$ cat src/rtl/clock_pkg.sv
// Shared definitions for the time-of-day counter chain: BCD digit type and
// binary-to-two-digit BCD conversion used for reset and wrap targets.
package clock_pkg;

  localparam int unsigned BCD_W   = 4;
  localparam int unsigned BCD_MAX = 9;

  typedef logic [BCD_W-1:0] bcd_t;

  typedef struct packed {
    bcd_t tens;
    bcd_t ones;
  } bcd2_t;

  // Binary 0..99 to tens/ones BCD digits.
  function automatic bcd2_t to_bcd2(input int unsigned bin);
    bcd2_t r;
    r.tens = bcd_t'(bin / 10);
    r.ones = bcd_t'(bin % 10);
    return r;
  endfunction

endpackage

$ cat src/rtl/bcd_digit.sv
// Single up/down BCD digit with synchronous reset, force-load and a
// digit-level terminal count (digit at LIMIT when counting up, 0 when down).
module bcd_digit
  import clock_pkg::*;
#(
  parameter bcd_t LIMIT    = bcd_t'(BCD_MAX),
  parameter bcd_t INIT_VAL = '0
) (
  input  logic             clk,
  input  logic             rst,
  input  logic             step,
  input  logic             up,
  input  logic             load,
  input  logic [BCD_W-1:0] load_val,
  output logic [BCD_W-1:0] digit,
  output logic             tc
);

  // Digit register: reset > load > step, wrapping between 0 and LIMIT.
  always_ff @(posedge clk) begin
    if (rst) begin
      digit <= INIT_VAL;
    end else if (load) begin
      digit <= load_val;
    end else if (step) begin
      if (up) begin
        digit <= (digit == LIMIT) ? '0 : digit + 4'd1;
      end else begin
        digit <= (digit == '0) ? LIMIT : digit - 4'd1;
      end
    end
  end

  // Terminal count of this digit alone, in the current direction.
  always_comb begin
    tc = up ? (digit == LIMIT) : (digit == '0);
  end

endmodule

$ cat src/rtl/bcd_mod_counter.sv
// Two-digit BCD modulo counter with up/down stepping, validated preset load,
// combinational terminal count for same-cycle cascading and a registered
// single-cycle carry pulse on every wrap.
module bcd_mod_counter
  import clock_pkg::*;
#(
  parameter int unsigned MODULUS = 60,
  parameter int unsigned INIT    = 0
) (
  input  logic       clk,
  input  logic       rst,
  input  logic       en,
  input  logic       up,
  input  logic       load,
  input  logic [3:0] load_ones,
  input  logic [3:0] load_tens,
  output logic [3:0] ones,
  output logic [3:0] tens,
  output logic       tc,
  output logic       carry,
  output logic       load_err
);

  if (MODULUS < 2 || MODULUS > 100) begin : g_bad_modulus
    $error("bcd_mod_counter: MODULUS must be within 2..100");
  end
  if (INIT >= MODULUS) begin : g_bad_init
    $error("bcd_mod_counter: INIT must be below MODULUS");
  end

  localparam bcd2_t TOP      = to_bcd2(MODULUS - 1);
  localparam bcd2_t INIT_BCD = to_bcd2(INIT);

  logic [7:0] load_bin;
  logic       load_ok;
  logic       at_top;
  logic       ones_tc;
  logic       tens_tc;
  logic       wrap;
  logic       ones_step;
  logic       tens_step;
  logic       ones_load;
  logic       tens_load;
  bcd_t       ones_val;
  bcd_t       tens_val;

  // Load validation, wrap detection and per-digit control.
  // The wrap is applied as a forced load on both digits so the per-digit
  // stepping never has to know the combined modulus.
  always_comb begin
    load_bin  = 8'(load_tens) * 8'd10 + 8'(load_ones);
    load_ok   = (load_ones <= 4'(BCD_MAX)) && (load_bin < 8'(MODULUS));
    at_top    = ({tens, ones} == TOP);
    // Counting down, both digit terminal counts mean value 0.
    wrap      = en & (up ? at_top : (ones_tc & tens_tc));
    tc        = wrap;
    ones_step = en & ~load & ~wrap;
    tens_step = ones_step & ones_tc;
    ones_load = load ? load_ok : wrap;
    tens_load = load ? load_ok : wrap;
    ones_val  = load ? load_ones : (up ? '0 : TOP.ones);
    tens_val  = load ? load_tens : (up ? '0 : TOP.tens);
  end

  bcd_digit #(
    .LIMIT    (bcd_t'(BCD_MAX)),
    .INIT_VAL (INIT_BCD.ones)
  ) u_ones (
    .clk      (clk),
    .rst      (rst),
    .step     (ones_step),
    .up       (up),
    .load     (ones_load),
    .load_val (ones_val),
    .digit    (ones),
    .tc       (ones_tc)
  );

  bcd_digit #(
    .LIMIT    (TOP.tens),
    .INIT_VAL (INIT_BCD.tens)
  ) u_tens (
    .clk      (clk),
    .rst      (rst),
    .step     (tens_step),
    .up       (up),
    .load     (tens_load),
    .load_val (tens_val),
    .digit    (tens),
    .tc       (tens_tc)
  );

  // Single-cycle status pulses; a load always suppresses the carry.
  always_ff @(posedge clk) begin
    if (rst) begin
      carry    <= 1'b0;
      load_err <= 1'b0;
    end else begin
      carry    <= ~load & wrap;
      load_err <= load & ~load_ok;
    end
  end

endmodule

$ cat config.mk
export PLATFORM = sky130hd
export DESIGN_NAME = bcd_mod_counter
export DESIGN_NICKNAME = d
export VERILOG_FILES = /design/src/rtl/clock_pkg.sv /design/src/rtl/bcd_digit.sv /design/src/rtl/bcd_mod_counter.sv
export SDC_FILE = /design/constraint.sdc
export NUM_CORES = 1
export LEC_CHECK = 0
export CAP_MARGIN = 20
export CORE_UTILIZATION = 46
export CTS_CLUSTER_DIAMETER = 60
export DETAILED_ROUTE_END_ITERATION = 7
export PLACE_DENSITY = 0.74
export SYNTH_ARGS = -nofsm -noshare
export SYNTH_HDL_FRONTEND = slang
export SYNTH_SLANG_ARGS = --single-unit
export TNS_END_PERCENT = 50
$ cat constraint.sdc
create_clock -name clk -period 3.4 [get_ports clk]
set_input_delay 0.51 -clock clk [delete_from_list [all_inputs] [get_ports clk]]
set_output_delay 0.51 -clock clk [all_outputs]
set_load 0.005 [all_outputs]
==> flow_metrics.py <==
metrics = {
    "run_status": {
        "outcome": "completed",
    },
    "layout": {
        "multi_input_area_um2": 774,
        "mostFrequentLayoutCell": "clkdlybuf4s50_1",
        "syn2layout_area_growth_pct": 32.5,
        "drive_above_1_share_pct": 9.14,
        "final_cell_mix": "clkdlybuf4s50_1 (23), nor2_1 (16), a21oi_1 (13)",
        "post-route-util_pct": 68.0,
        "regArea_um2": 200,
        "nNetsFinal": 197,
        "n_antenna_cell": 0,
        "fillerInstances": 186,
    },
    "sta": {
        "finalCriticalPeriod_ps": 3280,
        "slew_viol_final": 0,
        "hold_viol": 0,
        "maxSlewHeadroom_pct": 64.5,
        "tightest_slew_ps": 530,
        "setup_viol": 0,
        "fmaxAchievable_ghz": 0.304,
        "rsz0062_at_grt": "false",
        "whs_ps": 704,
        "period_share_pct": 96.6,
        "finClkSkew_ps": 3.72,
    },
    "logic_synthesis": {
        "synthCells": 148,
        "ys_seq_elements": 10,
        "synth_edf_count": 0,
        "yosysSeqAreaShare_pct": 19.1,
        "ys.flop_type": "dfxtp_1",
        "synth_area_mm2": 0.00105,
        "yosys_warnings": 0,
        "yosys.cell_types.count": 39,
        "avgSynthCellArea_um2": 7.08,
        "synth_nets": 169,
        "synth-async-reset-ratio_pct": 0,
    },
    "setup_path": {
        "cpLargestDelayFamily": "adder cells",
        "crit_start": "load_tens[1]",
        "start_kind": "primary input",
        "r2r_start": "u_ones.digit[0]",
        "critPathMaxStageDelay_ps": 500,
        "r2r-end": "u_tens.digit[2]",
        "critPathMaxFanout": 11,
        "slowest_stage": "fa_1",
        "cp_num_buf_inv": 3,
        "crit_required_ps": 3580,
        "ff2ff_setup_slack_ps": 1260,
        "crit_chain": "clkdlybuf4s50_1 > ha_1 > ha_1 > fa_1 > buf_4 > a21boi_0 > mux2i_1 > o2111a_1 > buf_4 > a211oi_1 > a211oi_1",
        "cp.arrival_ps": 3460,
        "critPathCaptureType": "flip-flop",
        "reg2reg_depth": 6,
        "path_class": "in2reg",
    },
    "placement": {
        "io_buffers": 23,
        "hpwl_um": 2120,
        "place_congestion": 0.854,
    },
    "floorplanning": {
        "ios": 24,
        "die_x_um": 49.7,
        "initial_utilization_pct": 51.3,
        "core-area_mm2": 0.00204,
        "die_h_um": 49.7,
        "num_rows": 16,
        "die_area_mm2": 0.00247,
    },
    "grt": {
        "grt_pass1_wl_um": 4660,
        "groute.usage.overall_pct": 24.7,
        "grt_max_degree": 12,
        "grt_pass1_vias": 1032,
        "antenna_found_initial": 0,
        "globalRoute.totalOverflow": 0,
    },
    "clock_tree": {
        "clk_pin_slew_ps": 70,
        "cts_tree": "done",
        "numClockSinks": 10,
        "root_buffer": "clkbuf_4",
        "cts_max_level": 1,
        "clockBufferDepth": 2,
        "cts_buffers": 3,
        "insertion_delay_ps": 280,
    },
    "power_and_ir_drop": {
        "ir_drop_uv": 292,
        "p_int_mw": 0.306,
        "pwr-share-comb_pct": 43.9,
        "clkPwrFrac_pct": 23.2,
        "seqPwrFrac_pct": 32.8,
        "swShare_pct": 36.8,
        "cellLeakagePower_nw": 0.545,
        "powerDensity_mw_per_mm2": 349,
        "power.switching_mw": 0.178,
    },
    "route": {
        "wire_per_inst_um": 13.6,
        "drtAntennaViolNets": 0,
        "drt-total-wl_um": 2740,
        "vias_per_cell": 5.91,
        "route.detailed.drc": 0,
        "vias": 1193,
        "dr.pass1.iters": 5,
        "drt-initial-drc-count": 39,
    },
    "run": {
        "drv_cap": 0,
    },
    "worst_hold_path": {
        "hp-class": "reg2reg",
        "hold_path_end": "u_tens.digit[3]",
        "hold_start": "u_tens.digit[3]",
        "worstHoldPathCells": 3,
    },
}
-- worst min-delay path, cell delays in order, from the launching register on --
cell	delay (ps)
dfxtp_1	380
nor2_1	110
or4_1	110
a21oi_1	60
-- worst max-delay path by stage --
stage,end,slack [ps],cells after the start
final,u_tens.digit[2],120,11
after global routing,u_tens.digit[2],30,11
after CTS,u_tens.digit[2],160,11
after detailed placement,u_tens.digit[3],-120,9
after global placement,u_tens.digit[3],-50,9
after floorplan,u_tens.digit[3],380,8
-- what timing repair did --
item	4_1_cts	5_1_grt
gates resized for setup	0	1
endpoints found under the setup margin	0	1
hold buffers	0	0
setup buffers	0	0
-- synthesized netlist by cell type, types with 2 or more instances --
cell	count	area [um2]
a211oi_1	5	37.5
nor2_1	16	60.1
nand4_1	2	12.5
mux2i_1	3	30.0
ha_1	6	75.1
a31o_2	2	17.5
nand2_1	12	45.0
o2111a_1	2	22.5
xor2_1	2	17.5
inv_1	12	45.0
buf_1	2	7.51
and3_1	2	12.5
nand2b_1	6	37.5
a21oi_1	13	65.1
nand3_1	4	20.0
clkbuf_1	6	22.5
o211ai_1	2	15.0
o31ai_1	4	30.0
o21ai_0	10	50.1
nor3_1	3	15.0
or4_1	2	15.0
a31oi_1	3	18.8
nor4_1	2	12.5
fa_1	2	40.0
xnor2_1	2	17.5
dfxtp_1	10	200
-- metrics by stage --
step / std cells / power, mW / setup TNS, ps / instance area (um2) / setup WS (ps)
detailed placement: 198 / 0.369 / -455 / 1340 / -122
CTS: 202 / 0.481 / 0 / 1380 / 156
global route: 202 / 0.521 / 0 / 1390 / 26.6
floorplan: 148 / 0.286 / 0 / 1050 / 379
global placement: 198 / 0.362 / -51.9 / 1340 / -51.9
finish: 202 / 0.484 / 0 / 1390 / 115
-- cells by family after synthesis --
| kind of cell | count (synthesis) | synth area share, % |
|---|---|---|
| multiplexers | 3 | 2.87 |
| AO/OA/AOI/OAI | 51 | 32.9 |
| XOR/XNOR | 4 | 3.35 |
| AND/OR/NAND/NOR | 51 | 23.2 |
| flip-flops | 10 | 19.1 |
| adder cells (fa/ha/maj) | 8 | 11.0 |
| buffers and inverters | 21 | 7.65 |
-- power by group through the flow --
stage | registers, mW | clock network (mW) | logic [mW]
2_1_floorplan | 0.142 | 0 | 0.144
3_5_place_dp | 0.161 | 0 | 0.208
5_1_grt | 0.163 | 0.121 | 0.237
3_3_place_gp | 0.160 | 0 | 0.202
4_1_cts | 0.158 | 0.114 | 0.209
6_report | 0.159 | 0.113 | 0.213
-- routing by layer --
layer | global-route usage (%) | share of wire, % | vias to the layer above
met5 | 0 | 0 | -
met4 | 6.19 | 0.62 | 0
met3 | 6.48 | 6.2 | 3
met2 | 36.7 | 43 | 46
li1 | - | - | 591
met1 | 35.0 | 50 | 553
-- final cells by class --
cell class | count | area share (%)
multi-input combinational | 117 | 55.8
timing repair buffer | 32 | 21.5
sequential | 10 | 14.4
inverter | 12 | 3.25
clock buffer | 4 | 2.61
tap | 27 | 2.43
-- flip-flops by register name, indices dropped and copies added, names as in the netlist --
| signal | cells |
|---|---|
| u_ones.digit | 4 |
| u_tens.digit | 4 |
| carry | 1 |
| load_err | 1 |
(Power assumes the default switching activity.)
